File: config.mk
export PLATFORM = sky130hd
export DESIGN_NAME = intr_vec_ctrl
export DESIGN_NICKNAME = d
export VERILOG_FILES = /design/src/rtl/intr_pkg.sv /design/src/rtl/priority_encoder.sv /design/src/rtl/intr_vec_ctrl.sv
export SDC_FILE = /design/constraint.sdc
export NUM_CORES = 1
export LEC_CHECK = 0
export ABC_AREA = 1
export CORE_AREA = 5 5 97 99
export CTS_BUF_LIST = sky130_fd_sc_hd__clkbuf_8
export DETAILED_ROUTE_END_ITERATION = 12
export DIE_AREA = 0 0 102 104
export PLACE_DENSITY = 0.75
export SETUP_SLACK_MARGIN = 0.02
export SKIP_CTS_REPAIR_TIMING = 1
export SYNTH_ARGS = -nofsm -noshare
export SYNTH_HDL_FRONTEND = slang
export SYNTH_HIERARCHICAL = 1
export SYNTH_SLANG_ARGS = --single-unit
File: constraint.sdc
create_clock -name clk -period 2.3 [get_ports clk]
set_input_delay 0.46 -clock clk [delete_from_list [all_inputs] [get_ports clk]]
set_output_delay 0.46 -clock clk [all_outputs]
set_load 0.02 [all_outputs]
File: src/rtl/intr_pkg.sv
// Shared types and helpers for the interrupt vectoring controller.
// Holds the FSM state encoding and the vector-width calculation used by the top and the encoder.
package intr_pkg;

  localparam int STATE_W = 2;

  typedef enum logic [STATE_W-1:0] {
    IDLE = 2'd0,
    REQ  = 2'd1,
    GAP  = 2'd2
  } state_e;

  // A single source still needs a one-bit vector number.
  function automatic int calc_num_w(input int ports);
    return (ports > 1) ? $clog2(ports) : 1;
  endfunction

endpackage

File: src/rtl/priority_encoder.sv
// Combinational priority encoder: reports the index of the winning set bit and whether any bit is set.
// LSB_HIGH_PRIORITY selects whether bit 0 or bit WIDTH-1 wins a tie.
module priority_encoder
  import intr_pkg::*;
#(
  parameter int WIDTH             = 32,
  parameter bit LSB_HIGH_PRIORITY = 1'b1,
  localparam int OUT_W            = calc_num_w(WIDTH)
) (
  input  logic [WIDTH-1:0] in_vec,
  output logic [OUT_W-1:0] out_num,
  output logic             out_valid
);

  // Scan from the low-priority end so the last hit is the winner.
  always_comb begin
    out_num   = '0;
    out_valid = 1'b0;
    if (LSB_HIGH_PRIORITY) begin
      for (int i = WIDTH - 1; i >= 0; i--) begin
        if (in_vec[i]) begin
          out_num   = OUT_W'(i);
          out_valid = 1'b1;
        end
      end
    end else begin
      for (int i = 0; i < WIDTH; i++) begin
        if (in_vec[i]) begin
          out_num   = OUT_W'(i);
          out_valid = 1'b1;
        end
      end
    end
  end

endmodule

File: src/rtl/intr_vec_ctrl.sv
// Interrupt vectoring controller: latches per-source interrupts, masks them, and issues one vector
// at a time through a req/ack handshake with optional ack timeout and a programmable post-vector gap.
module intr_vec_ctrl
  import intr_pkg::*;
#(
  parameter int               PORTS       = 32,
  parameter logic [PORTS-1:0] EDGE_MODE   = {PORTS{1'b1}},
  parameter int               GAP_CYCLES  = 2,
  parameter int               ACK_TIMEOUT = 0,
  localparam int              NUM_W       = calc_num_w(PORTS)
) (
  input  logic             clk,
  input  logic             rst,
  input  logic [PORTS-1:0] intr,
  input  logic [PORTS-1:0] intr_mask,
  input  logic             intr_vec_ack,
  output logic             intr_vec_req,
  output logic [NUM_W-1:0] intr_num,
  output logic [PORTS-1:0] intr_pending,
  output logic             intr_timeout
);

  localparam logic [7:0]  GAP_INIT   = 8'(GAP_CYCLES);
  localparam logic [15:0] TIMER_LAST = 16'(ACK_TIMEOUT - 1);
  localparam state_e      EXIT_STATE = (GAP_CYCLES == 0) ? IDLE : GAP;

  state_e           state_q, state_d;
  logic [PORTS-1:0] intr_q;
  logic [PORTS-1:0] pending_q, pending_d;
  logic [PORTS-1:0] eligible;
  logic [PORTS-1:0] clear_vec;
  logic             req_q, req_d;
  logic [NUM_W-1:0] num_q, num_d;
  logic             timeout_q, timeout_d;
  logic [15:0]      timer_q, timer_d;
  logic [7:0]       gap_q, gap_d;
  logic [NUM_W-1:0] enc_num;
  logic             enc_valid;
  logic             ack_clear;

  assign eligible = pending_q & ~intr_mask;

  priority_encoder #(
    .WIDTH             (PORTS),
    .LSB_HIGH_PRIORITY (1'b1)
  ) u_prio (
    .in_vec    (eligible),
    .out_num   (enc_num),
    .out_valid (enc_valid)
  );

  // Edge sources hold until acked (a fresh edge beats the clear); level sources just follow the line.
  always_comb begin
    clear_vec = '0;
    pending_d = '0;
    for (int i = 0; i < PORTS; i++) begin
      clear_vec[i] = ack_clear && (num_q == NUM_W'(i));
      if (EDGE_MODE[i]) begin
        pending_d[i] = (intr[i] & ~intr_q[i]) | (pending_q[i] & ~clear_vec[i]);
      end else begin
        pending_d[i] = intr[i];
      end
    end
  end

  always_comb begin
    state_d   = state_q;
    req_d     = req_q;
    num_d     = num_q;
    timeout_d = 1'b0;
    timer_d   = timer_q;
    gap_d     = gap_q;
    ack_clear = 1'b0;
    case (state_q)
      IDLE: begin
        if (enc_valid) begin
          req_d   = 1'b1;
          num_d   = enc_num;
          timer_d = '0;
          state_d = REQ;
        end
      end
      REQ: begin
        if (intr_vec_ack) begin
          req_d     = 1'b0;
          num_d     = '0;
          ack_clear = 1'b1;
          gap_d     = GAP_INIT;
          state_d   = EXIT_STATE;
        end else if ((ACK_TIMEOUT != 0) && (timer_q == TIMER_LAST)) begin
          req_d     = 1'b0;
          num_d     = '0;
          timeout_d = 1'b1;
          gap_d     = GAP_INIT;
          state_d   = EXIT_STATE;
        end else begin
          timer_d = timer_q + 16'd1;
        end
      end
      GAP: begin
        if (gap_q == 8'd1) begin
          state_d = IDLE;
        end else begin
          gap_d = gap_q - 8'd1;
        end
      end
      default: begin
        state_d = IDLE;
      end
    endcase
  end

  always_ff @(posedge clk) begin
    if (rst) begin
      state_q   <= IDLE;
      intr_q    <= '0;
      pending_q <= '0;
      req_q     <= 1'b0;
      num_q     <= '0;
      timeout_q <= 1'b0;
      timer_q   <= '0;
      gap_q     <= '0;
    end else begin
      state_q   <= state_d;
      intr_q    <= intr;
      pending_q <= pending_d;
      req_q     <= req_d;
      num_q     <= num_d;
      timeout_q <= timeout_d;
      timer_q   <= timer_d;
      gap_q     <= gap_d;
    end
  end

  assign intr_vec_req = req_q;
  assign intr_num     = num_q;
  assign intr_pending = pending_q;
  assign intr_timeout = timeout_q;

endmodule
==> summary.md, run 1 <==
| Metric | Value |
|---|---|
| Worst Hold Path Cells | `1` |
| CTS Buf Count | `9` |
| Finish-stage setup viols | `1` |
| RSZ-0062 raised after global routing | `yes` |
| FF-to-FF Start | `intr_pending[30]$_SDFF_PP0_` |
| DPL Wire Length | `between 8 and 9 mm` |
| Die Area | `approximately 11,000 sq um` |
| Detail Route Antenna Nets | `0` |
| LEAKAGE | `~2.4 nW` |
| Share of layout cells above drive strength 1 | `under 10%` |
| Most frequent cells in the layout | `157 x nor2_1, 112 x inv_1, 107 x nand2_1` |
| Top cells by area, synth | `dfxtp_1 43%, nor2_1 16%, inv_1 11%` |
| # clock sinks | `80` |
| Endpoints failing hold | `0` |
| Met3 Resource Use GR | `between 3 and 4%` |
| Largest net degree at the start of global routing | `73` |
| Register bit total from synthesis | `80` |
| Synthesized Nets | `around 650` |
| Global route total overflow | `0` |
| Clock-pin slew on the worst setup and hold paths | `0.08 ns` |
| Max-Cap Viols | `0` |
| Vias in the first global route | `3,466` |
| Setup Total Neg Slack | `-0.06541 ns` |
| Root buffer cell | `clkbuf_8` |
| Nets | `about 770` |
| Worst Skew | `roughly 0.0056 ns` |
| Worst-Margin Slew | `around 0.73 ns` |
| Placed instance area | `4938 sq um` |
| R2R Setup Slk | `-0.02 ns` |
| Path type of the worst min-delay path | `flip-flop to flip-flop` |
| WP data arrival | `roughly 2.7 ns` |
| First-pass GRT wire length | `16.20 mm` |
| Total power | `roughly 3.6 mW` |
| Count of pins over their slew limit | `0` |
| Yosys cell types | `34` |
| Slowest cell on crit path | `clkdlybuf4s50_1` |
| CTS Buffer Depth | `2` |
| Slowest stage delay, CP | `between 0.4 and 0.5 ns` |
| Die width | `between 100 and 150 um` |
| Seq/Total Area, Yosys | `a little over two fifths` |
| Std cell rows | `34` |
| Post-Syn Area | `around 3700 sq um` |
| Crit start category | `primary input` |
| Violated checks | `setup timing` |
| Yosys top cell by area | `dfxtp_1` |
| Leading cell type in the layout, fill and taps excluded | `nor2_1` |
| Reg2reg end | `intr_num[0]$_SDFFE_PP0P_` |
| Synth top area share | `a little over two fifths` |
| Fin cells | `between 800 and 900` |
| Final GP Congestion | `between 0.8 and 0.9` |
| Placeable Area | `approximately 8500 sq um` |
| Grt met2 use | `approximately 30%` |
| Start point of the worst hold path | `intr_q[0]$_SDFF_PP0_` |
| PortBufs | `104` |
| Worst-path fanout max | `2` |
| CTS tree | `built` |
| YS warnings | `6` |
| # DRC | `0` |
| Crit share post-route | `102.8%` |
| Clock latency on the worst-skew pair | `0.35 ns` |
| # diodes | `0` |
| Initial antenna violation count | `0` |
| Violation count after the first detailed-route iteration | `around 230` |
| Dpl cells | `794` |
| H-Tree Depth | `3` |
| Fin util | `around 62%` |
| Minimum clock period | `roughly 2.4 ns` |
| Maximum VDD drop | `between 0.0003 and 0.0004 V` |
| Status | `finished, violations left` |
| Post-Route WL | `approximately 10 mm` |
| Starting Density | `around 44%` |
| Vias per cell | `about 4.6` |
| Area Overhead vs Synth | `39.92%` |
| Hold Path End | `intr_pending[0]$_SDFF_PP0_` |
| Pwr dens | `~680 nW/um^2` |
| GRT Total Usage | `roughly a fifth` |
| Worst path most repeated cell | `nand2_1` |
| Max Freq | `about 420 MHz` |
| Crit path capture type | `flip-flop` |
| Syn Inst Count | `slightly below 600` |
| Met1 GRT Util | `25.76%` |
| R2R depth | `35` |
| CP required | `between 2 and 3 ns` |
| Setup WS post-layout | `-0.06541 ns` |
| Slew HR | `~52%` |
| Setup Crit Path Kind | `primary input to flip-flop` |
| Die height | `between 100 and 150 um` |
| Top Usage Layer GRT | `met2` |
| WL/cell | `12.45 um` |
| DR pass1 iterations | `5` |
| Via count | `~3,700` |
| Mapped Avg Cell Area | `between 6 and 7 sq um` |
| Post-route cell area | `approximately 5200 sq um` |
| Top-level port count | `roughly 110` |
-- power breakdown --
part	total (mW)	internal, mW	leakage, nW	switching (mW)
registers	1.56	1.49	0.666	0.0754
logic	0.861	0.389	1.66	0.473
clock network	1.14	0.613	0.107	0.528
total	3.56	2.49	2.43	1.08
-- synth_stat cells, drive strengths merged --
library cell  count
nand3            11
xor2              2
a21oi            43
a211oi            1
buf               8
inv             116
nor2            169
o31ai             3
nand4             2
o22ai             4
clkinv            1
a31oi             1
ha                2
nor3              4
o41ai             1
clkbuf            3
nor4              3
dfxtp            80
nand2           113
o21bai            1
or2               2
a311oi            1
conb              1
o21ai             7
-- worst max-delay path: cells and delay by family --
kind                   cells  cell delay [ns]
buffers and inverters      2             0.52
AO/OA/AOI/OAI              2             0.24
AND/OR/NAND/NOR           29             1.42
-- per-layer routing --
layer  vias to the layer above  wire length, um
met3                        15              495
li1                       1968                -
met5                         -                0
met2                        95             4963
met1                      1654             4489
met4                         0              150
-- worst max-delay path by stage --
stage	cells past startpoint	slack, ns	to	startpoint
6_report	33	-0.07	intr_num[0]$_SDFFE_PP0P_	intr_mask[28]
5_1_grt	33	-0.36	intr_num[0]$_SDFFE_PP0P_	intr_mask[28]
4_1_cts	34	-0.17	intr_num[0]$_SDFFE_PP0P_	intr_mask[29]
2_1_floorplan	34	0.11	intr_num[0]$_SDFFE_PP0P_	intr_pending[29]$_SDFF_PP0_
3_3_place_gp	34	-0.46	intr_num[0]$_SDFFE_PP0P_	intr_mask[29]
3_5_place_dp	34	-0.54	intr_num[0]$_SDFFE_PP0P_	intr_mask[29]
-- final cells by class --
| cell class | instances | area, sq um |
|---|---|---|
| tap | 108 | 135.1 |
| clock buffer | 9 | 123.9 |
| inverter | 117 | 439.2 |
| sequential | 80 | 1605 |
| timing repair buffer | 119 | 1156 |
| clock inverter | 7 | 96.34 |
| fill | 799 | 3256 |
| multi-input combinational | 371 | 1654 |
-- flip-flops by register name, indices dropped and copies added, names as in the netlist --
| name | count |
|---|---|
| intr_vec_req | 1 |
| gap_q | 8 |
| intr_q | 32 |
| intr_num | 5 |
| state_q | 2 |
| intr_pending | 32 |
-- through the flow --
step                      hold WS (ns)  worst slack, ns
after global routing            0.4444          -0.3560
after global placement          0.4116          -0.4589
after detailed placement        0.4194          -0.5439
final                           0.4317         -0.06541
after floorplan                 0.4081           0.1114
after CTS                       0.4318          -0.1722
-- cell families after synthesis --
| group | after synthesis | synth area share [%] |
|---|---|---|
| fa+ha+maj | 2 | 0.6719 |
| buf+inv | 128 | 13.44 |
| simple gates | 304 | 33.17 |
| flops | 80 | 43.01 |
| compound gates | 62 | 9.140 |
| xor+xnor | 2 | 0.4705 |
| other cells | 1 | 0.1007 |
Note: power is estimated with default switching activity, not from simulation.
==> run 2: changes to the inputs <==
--- a/config.mk
+++ b/config.mk
@@ -11,8 +11,10 @@
 export DETAILED_ROUTE_END_ITERATION = 12
 export DIE_AREA = 0 0 102 104
 export PLACE_DENSITY = 0.75
+export REMOVE_ABC_BUFFERS = 1
 export SETUP_SLACK_MARGIN = 0.02
 export SKIP_CTS_REPAIR_TIMING = 1
+export SKIP_LAST_GASP = 1
 export SYNTH_ARGS = -nofsm -noshare
 export SYNTH_HDL_FRONTEND = slang
 export SYNTH_HIERARCHICAL = 1
==> run 2 against run 1 <==
- the run still ends with setup timing left
- first-iteration DRC count down 48%
- critical path depth up 1
- worst hold slack worse by 0.011 ns
- maximum frequency down 1.8%
- clock power down 23%
- via count up 0.94%
- power down 6.9%
- cell count up 0.25%
- global-route usage about the same
- setup slack worse by 0.043 ns
- sequential share of layout area up 0.13 points
==> summary.md, run 2 (synthesized netlist as in run 1, its figures left out) <==
| Metric | Value |
|---|---|
| Internal power | `2.267 mW` |
| Crit start category | `flip-flop` |
| Worst-path fanout max | `2` |
| Status | `finished, violations left` |
| Reg2reg end | `intr_num[0]$_SDFFE_PP0P_` |
| Die height | `between 100 and 150 um` |
| Nets | `770` |
| Vias per cell | `4.633` |
| Clock-pin slew on the worst setup and hold paths | `roughly 0.08 ns` |
| Clock power frac | `a little over a quarter` |
| FF-to-FF Start | `intr_pending[29]$_SDFF_PP0_` |
| Setup Crit Path Kind | `flip-flop to flip-flop` |
| RSZ-0062 raised after global routing | `yes` |
| Fin util | `around 60%` |
| H-Tree Depth | `3` |
| R2R Setup Slk | `-0.11 ns` |
| LEAKAGE | `about 2.4 nW` |
| Minimum clock period | `2.408 ns` |
| DPL Wire Length | `about 8 mm` |
| Sequential fraction of design power | `47.0%` |
| Final GP Congestion | `0.8872` |
| Largest net degree at the start of global routing | `73` |
| Die width | `102 um` |
| Maximum VDD drop | `roughly 0.00033 V` |
| Detail Route Antenna Nets | `0` |
| Post-Place Worst Slack | `-0.5023 ns` |
| Area Overhead vs Synth | `39.45%` |
| Path type of the worst min-delay path | `flip-flop to flip-flop` |
| Setup crit end | `intr_num[0]$_SDFFE_PP0P_` |
| Slowest stage delay, CP | `between 0.3 and 0.4 ns` |
| Crit path launch | `intr_pending[29]$_SDFF_PP0_` |
| # DRC | `0` |
| Initial antenna violation count | `0` |
| Placeable Area | `between 8000 and 9000 sq um` |
| Slowest cell on crit path | `dfxtp_2` |
| Root buffer cell | `clkbuf_8` |
| Comb pwr share | `26.5%` |
| Filler cell count | `787` |
| Most frequent cells in the layout | `158 x nor2_1, 110 x inv_1, 107 x nand2_1` |
| Count of pins over their slew limit | `0` |
| Dpl cells | `about 800` |
| Finish-stage setup viols | `1` |
| CP required | `approximately 2.6 ns` |
| GRT Total Usage | `a little under a fifth` |
| WP data arrival | `approximately 2.7 ns` |
| Vias in the first global route | `3,660` |
| Starting Density | `a little over two fifths` |
| Max Freq | `roughly 420 MHz` |
| PortBufs | `104` |
| Worst path most repeated cell | `nand2_1` |
| Violation count after the first detailed-route iteration | `117` |
| # clock sinks | `80` |
| Setup Total Neg Slack | `-0.1082 ns` |
| Pwr dens | `around 640 nW/um^2` |
| First-pass GRT wire length | `around 16 mm` |
| Leading cell type in the layout, fill and taps excluded | `nor2_1` |
| Clock latency on the worst-skew pair | `0.34 ns` |
| Fin cells | `813` |
| Start point of the worst hold path | `intr_q[28]$_SDFF_PP0_` |
| NetSw | `approximately 1.1 mW` |
| DR pass1 iterations | `4` |
| CTS tree | `built` |
| Worst Skew | `~0.0045 ns` |
| Fin Hold WS | `~0.42 ns` |
| Sw Ratio | `between 30% and 40%` |
| CTS Buffer Depth | `2` |
| Crit path capture type | `flip-flop` |
| Worst Hold Path Cells | `1` |
| Max-Cap Viols | `0` |
| Endpoints failing hold | `0` |
| Violated checks | `setup timing` |
| Share of layout cells above drive strength 1 | `a little under a tenth` |
| R2R depth | `34` |
| # diodes | `0` |
| CTS Buf Count | `9` |
| Die Area | `between 10,000 and 15,000 sq um` |
| WL/cell | `12.51 um` |
| Top-level port count | `approximately 110` |
| Global route total overflow | `0` |
| Std cell rows | `34` |
| Crit share post-route | `104.7%` |
| Post-Route WL | `10.17 mm` |
| Setup WS post-layout | `-0.1082 ns` |
| Via count | `about 3,800` |
[run 2: worst min path at each step]
stage,end
final,intr_pending[28]$_SDFF_PP0_
after floorplan,intr_pending[0]$_SDFF_PP0_
after detailed placement,intr_pending[12]$_SDFF_PP0_
after CTS,intr_pending[28]$_SDFF_PP0_
after global routing,intr_pending[28]$_SDFF_PP0_
after global placement,intr_pending[28]$_SDFF_PP0_
[run 2: worst max-delay path: cells and delay by family, from the launching register on]
family	cells	cell delay [ns]
buffers and inverters	2	0.10
and+or+nand+nor	30	1.68
DFF	1	0.35
AOI/OAI and AO/OA	2	0.24
[run 2: cell type report]
cell class | instances | area, sq um | share of cell area (%)
well taps | 108 | 135.1 | 2.602
inverters | 117 | 439.2 | 8.458
flip-flops and latches | 80 | 1607 | 30.94
clock buffers | 9 | 123.9 | 2.386
repair buffers | 122 | 1196 | 23.04
clock inverters | 6 | 37.54 | 0.7229
multi-input cells | 371 | 1654 | 31.86
[run 2: per-layer routing]
layer	share of wire, %	vias up	track usage (%)
met1	42	1687	22.96
met3	6.4	16	5.097
li1	-	1964	-
met4	1.8	0	5.248
met2	50	100	33.05
met5	0	-	0
[run 2: through the flow]
stage               total power, mW  instance area, sq um
floorplan                     2.054                  3662
global placement              2.423                  4959
detailed placement            2.449                  4959
CTS                           3.314                  5120
global route                  3.506                  5192
finish                        3.317                  5192
[run 2: power by group through the flow]
stage                     sequential [mW]  clock, mW  combinational, mW
final                                1.56      0.877              0.880
after floorplan                      1.65          0              0.404
after global placement               1.59          0              0.837
after detailed placement             1.59          0              0.858
after CTS                            1.56      0.892              0.864
after global routing                 1.57      0.958              0.974
==> run 3: changes to the inputs <==
--- a/config.mk
+++ b/config.mk
@@ -19,3 +19,4 @@
 export SYNTH_HDL_FRONTEND = slang
 export SYNTH_HIERARCHICAL = 1
 export SYNTH_SLANG_ARGS = --single-unit
+export TNS_END_PERCENT = 5
==> run 3 against run 2 <==
- the flow still finishes with violations (setup timing)
- register-to-register slack about the same
- worst hold slack better by 0.0089 ns
- clock skew is 0.0012 ns higher
- setup slack better by 0.0013 ns
- clock-buffer cell count unchanged
- combinational power shrank 0.6%
- maximum frequency is essentially flat
- sequential share of layout area is 0.088 points higher
==> summary.md, run 3 (synthesized netlist as in run 1, its figures left out) <==
| Metric | Value |
|---|---|
| Status | `finished, violations left` |
| Violated checks | `setup timing` |
| Crit start category | `flip-flop` |
| Clock-pin slew on the worst setup and hold paths | `~0.080 ns` |
| Worst path most repeated cell | `nand2_1` |
| WP data arrival | `approximately 2.7 ns` |
| Placed instance area | `between 4000 and 5000 sq um` |
| PortBufs | `104` |
| CTS tree | `built` |
| Leading cell type in the layout, fill and taps excluded | `nor2_1` |
| Slowest stage delay, CP | `between 0.3 and 0.4 ns` |
| Max-Cap Viols | `0` |
| Share of layout cells above drive strength 1 | `between 8 and 9%` |
| Clock latency on the worst-skew pair | `~0.34 ns` |
| GRT Total Usage | `between 10% and 20%` |
| # DRC | `0` |
| Post-Route WL | `slightly above 10 mm` |
| WL/cell | `between 10 and 15 um` |
| Top-level port count | `106` |
| Largest net degree at the start of global routing | `73` |
| Nets | `between 700 and 800` |
| Fin Hold WS | `0.4300 ns` |
| Maximum VDD drop | `0.0003242 V` |
| Total power | `approximately 3.3 mW` |
| Endpoints failing hold | `0` |
| LEAKAGE | `approximately 2.4 nW` |
| Via count | `3,776` |
| Minimum clock period | `approximately 2.4 ns` |
| Placeable Area | `~8500 sq um` |
| Pwr dens | `about 640 nW/um^2` |
| # clock sinks | `80` |
| Path type of the worst min-delay path | `flip-flop to flip-flop` |
| DR pass1 iterations | `4` |
| Worst-path fanout max | `2` |
| Crit share post-route | `104.7%` |
| Detail Route Antenna Nets | `0` |
| Max Freq | `between 400 and 500 MHz` |
| Setup Total Neg Slack | `-0.1070 ns` |
| H-Tree Depth | `3` |
| Std cell rows | `34` |
| # diodes | `0` |
| First-pass GRT wire length | `approximately 16 mm` |
| Finish-stage setup viols | `1` |
| Vias per cell | `4.645` |
| Count of pins over their slew limit | `0` |
| Setup WS post-layout | `-0.1070 ns` |
| Fin util | `about three fifths` |
| Post-route cell area | `~5200 sq um` |
| CP required | `2.58 ns` |
| Die height | `approximately 100 um` |
| Die width | `around 100 um` |
| Root buffer cell | `clkbuf_8` |
| Setup Crit Path Kind | `flip-flop to flip-flop` |
| CTS Buffer Depth | `2` |
| RSZ-0062 raised after global routing | `yes` |
| Starting Density | `a little over two fifths` |
| Worst Skew | `0.005723 ns` |
| Global route total overflow | `0` |
| Slowest cell on crit path | `dfxtp_2` |
| Violation count after the first detailed-route iteration | `127` |
| Vias in the first global route | `3,660` |
| Most frequent cells in the layout | `158 x nor2_1, 110 x inv_1, 107 x nand2_1` |
| Die Area | `~11,000 sq um` |
| CTS Buf Count | `9` |
| DPL Wire Length | `7.994 mm` |
| Initial antenna violation count | `0` |
| Crit path capture type | `flip-flop` |
| Final GP Congestion | `between 0.8 and 0.9` |
| Area Overhead vs Synth | `38.94%` |
-- run 3: worst paths after layout --
kind | startpoint | to | slack, ns | cells past startpoint
worst max-delay path | intr_pending[29]$_SDFF_PP0_ | intr_num[0]$_SDFFE_PP0P_ | -0.11 | 34
worst min-delay path | intr_q[28]$_SDFF_PP0_ | intr_pending[28]$_SDFF_PP0_ | 0.43 | 1
worst max register to register | intr_pending[29]$_SDFF_PP0_ | intr_num[0]$_SDFFE_PP0P_ | -0.11 | 34
worst min register to register | intr_q[28]$_SDFF_PP0_ | intr_pending[28]$_SDFF_PP0_ | 0.43 | 1
-- run 3: through the flow --
stage,worst slack (ns),instances
floorplan,0.1122,568
global placement,-0.4068,795
detailed placement,-0.5023,795
CTS,-0.1443,810
global route,-0.4988,813
finish,-0.1070,813
-- run 3: critical path, delay by kind of cell, from the launching register on --
family	cells	cell delay [ns]
and+or+nand+nor	30	1.68
DFF	1	0.35
AOI/OAI and AO/OA	2	0.24
buffers and inverters	2	0.10
-- run 3: cell type report --
type                       instances  area [sq um]
inverter                         117         439.2
multi-input combinational        371          1637
clock inverter                     6         37.54
clock buffer                       9         123.9
fill                             789          3292
tap                              108         135.1
timing repair buffer             122          1196
sequential                        80          1605
-- run 3: routing by layer --
layer	global-route usage [%]	up-vias	wire length (um)
li1	-	1965	-
met1	22.96	1703	4227
met2	33.05	93	5041
met3	5.097	15	661
met4	5.248	0	164
met5	0	-	0
-- run 3: report_power, final --
| group | total [mW] | switching (mW) | internal (mW) |
|---|---|---|---|
| Combinational | 0.875 | 0.478 | 0.396 |
| Sequential | 1.56 | 0.0721 | 1.49 |
| Clock | 0.871 | 0.492 | 0.379 |
| Total | 3.31 | 1.04 | 2.26 |
==> RTL edit 1 (settings of run 1) <==
`LSB_HIGH_PRIORITY` is set to 1'b1 in 2 places; all go to 1'b0.
--- a/src/rtl/priority_encoder.sv
+++ b/src/rtl/priority_encoder.sv
@@ -4,7 +4,7 @@
   import intr_pkg::*;
 #(
   parameter int WIDTH             = 32,
-  parameter bit LSB_HIGH_PRIORITY = 1'b1,
+  parameter bit LSB_HIGH_PRIORITY = 1'b0,
   localparam int OUT_W            = calc_num_w(WIDTH)
 ) (
   input  logic [WIDTH-1:0] in_vec,
--- a/src/rtl/intr_vec_ctrl.sv
+++ b/src/rtl/intr_vec_ctrl.sv
@@ -42,7 +42,7 @@
 
   priority_encoder #(
     .WIDTH             (PORTS),
-    .LSB_HIGH_PRIORITY (1'b1)
+    .LSB_HIGH_PRIORITY (1'b0)
   ) u_prio (
     .in_vec    (eligible),
     .out_num   (enc_num),
Function: changed (Yosys sat finds a counterexample within 4 cycles, from zero or initial values and one cycle with rst high).
==> RTL edit 1 against run 1 <==
- the run still ends with setup timing left
- die area stayed put
- sequential cell count unchanged
- worst hold slack better by 0.0016 ns
- synthesized cell count is 0.17% lower
- wire length is essentially flat
- synthesized area is 0.34% lower
- cell area down 0.79%
- total power down 3.0%
- setup slack improved by 0.049 ns
- critical path type unchanged
- highest routed layer unchanged
==> RTL edit 1: results (changes against run 1) <==
Reg2Reg Setup Slack: 0.06 ns (+0.08 ns)
final setup violation count: 1 (unchanged)
Pre-antenna DRT Iters: 6 (+1)
Signal buffers: 121 (+1.7%)
first-pass GRT wire length: 16.1 mm (-0.34%)
Final WS setup: -0.0159 ns (+0.0495 ns)
leakage: 2.45 nW (+0.99%)
Synth area leaders: dfxtp_1 43%, nor2_1 17%, nand2_1 12%, inv_1 11%, a21oi_1 5.3%
met3 GRT Util: 0.0449 (+0.00872)
met2 usage in global routing: 0.325 (+0.0162)
skew final: 0.00921 ns (+0.00364 ns)
largest net degree at the start of global routing: 49 (-33%)
DR iter-0 viols: 161 (-29%)
Syn Nets: 647 (-0.15%)
routed length on met2: 5.11 mm (+3.0%)
sequential-to-total area share from yosys stat: 0.432 (+0.00145)
ranking of synthesized cells by instance count: 166 x nor2_1, 115 x nand2_1, 104 x inv_1
Post-Place Setup Slack: -0.457 ns (+0.0870 ns)
vias in the first global route: 3590 (+3.6%)
status: finished, violations left
fraction of area in multi-input gates: 0.315 (-0.00255)
non-clk buf share: 0.228 (+0.00565)
Max IR drop VDD: 352 uV (-5.0%)
Area after DPL: 4930 um^2 (-0.25%)
routed len/inst: 12.4 um (-0.17%)
failing checks: setup timing
Register Area: 1600 um^2 (about the same)
Distinct cells, synth: 32 (-5.9%)
fraction of layout cells with a size suffix above 1: 0.0938 (+0.00413)
crit path DAT: 2.60 ns (-0.05 ns)
inverter count: 113 (-3.4%)
met3 WL: 518 um (+4.6%)
slowest cell delay on critical path: 0.42 ns (-0.03 ns)
Mapped Cells: 578 (-0.17%)
## RTL edit 1: changes by cell type after synthesis, sizes merged, moves of 2 or more
| cell | run 1 | this run |
|---|---|---|
| nor2 | 169 | 173 |
| nand2 | 113 | 121 |
| a21oi | 43 | 39 |
| nor4 | 3 | 1 |
| inv | 116 | 110 |
## RTL edit 1: how the worst max path moves through the flow
stage                        endpoint  cells after the start
after floorplan           intr_num[0]                     35
after global placement    intr_num[0]                     35
after detailed placement  intr_num[0]                     35
after CTS                 intr_num[0]                     35
after global routing      intr_num[0]                     30
final                     intr_num[0]                     32
## RTL edit 1: logic make-up after synthesis
family,after synthesis,synth area share
AND/OR/NAND/NOR,313,0.341
buffers and inverters,124,0.135
flip-flops,80,0.432
AO/OA/AOI/OAI,56,0.0809
XOR/XNOR,2,0.00472
adder cells (fa/ha/maj),2,0.00674
other,1,0.00101
## RTL edit 1: where the power goes
group	total [mW]	internal (mW)	switching, mW
Sequential	1.58	1.49	0.0871
Clock	0.973	0.434	0.539
Combinational	0.903	0.405	0.498
==> RTL edit 2 (config.mk and constraints of run 1) <==
Without the edit above. Encoding of `state_e`: now one-hot (3 bits for 3 states).
--- a/src/rtl/intr_pkg.sv
+++ b/src/rtl/intr_pkg.sv
@@ -4,10 +4,10 @@
 
   localparam int STATE_W = 2;
 
-  typedef enum logic [STATE_W-1:0] {
-    IDLE = 2'd0,
-    REQ  = 2'd1,
-    GAP  = 2'd2
+  typedef enum logic [2:0] {
+    IDLE = 3'b001,
+    REQ  = 3'b010,
+    GAP  = 3'b100
   } state_e;
 
   // A single source still needs a one-bit vector number.
Check against the original RTL: no difference found for any inputs over 10 cycles, from zero or initial values and one cycle with rst high; not proved beyond that.
==> RTL edit 2 against run 1 <==
- the flow still finishes with violations (setup timing)
- cell area up 1.0%
- setup slack worse by 0.035 ns
- via count up 2.1%
- total power up 2.6%
- critical path type unchanged
- synthesized area down 0.77%
- combinational power up 16%
- clock power down 8%
- critical path depth down 4
- critical endpoint unchanged
- wire length up 6.9%
- sequential power up 3%
- sequential cell count up 1
==> RTL edit 2: results (changes against run 1) <==
Final Cell Area: 5260 um^2 (+1.0%)
Max IR drop VDD: 401 uV (+8.2%)
Syn Nets: 617 (-4.8%)
fraction of layout cells with a size suffix above 1: 0.117 (+0.0272)
slowest cell delay on critical path: 0.40 ns (-0.05 ns)
Layout Nets: 740 (-3.5%)
leakage: 2.49 nW (+2.5%)
drt via density: 4.86 (+5.6%)
status: finished, violations left
Fill cells: 766 (-4.1%)
crit path DAT: 2.64 ns (about the same)
Worst Setup SP: intr_mask[24]
HP Start: intr_q[31]
largest net degree at the start of global routing: 37 (-49%)
skew final: 0.00654 ns (+0.000961 ns)
Final WS setup: -0.100 ns (-0.0346 ns)
Final Wtd Congestion: 0.838 (+0.53%)
Pre-antenna DRT Iters: 4 (-1)
final setup violation count: 1 (unchanged)
Rel. slew slack: 0.554 (+0.0371)
R2R Path Start: intr_pending[29]
ranking of synthesized cells by instance count: 119 x inv_1, 111 x nand2_1, 81 x dfxtp_1
Crit Path Max Fanout: 3 (+1)
total global-route track usage: 0.208 (+0.0164)
hpwl dp: 8.00 mm (-0.18%)
DR iter-0 viols: 165 (-27%)
failing checks: setup timing
Area after DPL: 4960 um^2 (+0.51%)
sequential-to-total area share from yosys stat: 0.439 (+0.00877)
first-pass GRT wire length: 17.7 mm (+9.5%)
Distinct cells, synth: 33 (-2.9%)
total wire length: 10.8 mm (+6.9%)
routed len/inst: 13.8 um (+11%)
-- RTL edit 2: changes by cell type in the layout (fill, tap and decap cells not counted), sizes merged, moves of 2 or more --
cell                  run 1  this run
a21oi                    43        17
buf                      16        25
clkdlybuf4s50           100        98
dlymetal6s2s              3         5
inv                     118       127
nand3                    11        43
nor2                    169        67
o21ai                     7        34
o22ai                     4        32
o31ai                     3         1
or2                       2         0
-- RTL edit 2: per-stage QoR --
step	power, mW	setup TNS (ns)	worst slack (ns)
final	3.66	-0.100	-0.100
after global routing	3.86	-0.432	-0.386
after CTS	3.64	-0.368	-0.282
after detailed placement	2.59	-2.91	-0.588
after global placement	2.57	-1.74	-0.462
after floorplan	2.14	0	0.113
-- RTL edit 2: power groups by stage --
stage / Combinational [mW] / Sequential [mW] / Clock (mW)
final: 1.00 / 1.60 / 1.05
after CTS: 0.969 / 1.60 / 1.07
after floorplan: 0.439 / 1.70 / 0
after detailed placement: 0.962 / 1.63 / 0
after global routing: 1.11 / 1.62 / 1.13
after global placement: 0.939 / 1.63 / 0
-- RTL edit 2: area by class of cell --
type                            instances  area share
Clock buffer                            9      0.0235
Clock inverter                          7      0.0145
Inverter                              125      0.0892
Tap cell                              108      0.0257
Timing Repair Buffer                  128       0.233
Multi-Input combinational cell        326       0.305
Sequential cell                        81       0.309
-- RTL edit 2: worst paths after layout --
| path | slack [ns] | end | cells after the start |
|---|---|---|---|
| max | -0.1 | intr_num[0] | 29 |
| min | 0.43 | intr_pending[31] | 1 |
| max reg2reg | -0.08 | intr_num[0] | 34 |
| min reg2reg | 0.43 | intr_pending[31] | 1 |
-- RTL edit 2: worst max-delay path, delay by kind of cell --
family                 cells  cell delay [ns]
buffers and inverters      2             0.48
AO/OA/AOI/OAI              2             0.12
AND/OR/NAND/NOR           25             1.59
-- RTL edit 2: kinds of logic after synthesis --
kind of cell	after synthesis	synth area share
adder cells (fa/ha/maj)	2	0.00677
AND/OR/NAND/NOR	233	0.264
other	1	0.00101
XOR/XNOR	2	0.00474
flip-flops	81	0.439
AO/OA/AOI/OAI	88	0.137
buffers and inverters	141	0.147
-- RTL edit 2: metal layers --
metal / vias to the layer above / wire length (um) / track usage
met5: - / 0 / 0
met4: 0 / 151 / 0.0487
met3: 16 / 870 / 0.0651
met2: 118 / 5350 / 0.352
met1: 1728 / 4420 / 0.254
li1: 1949 / - / -
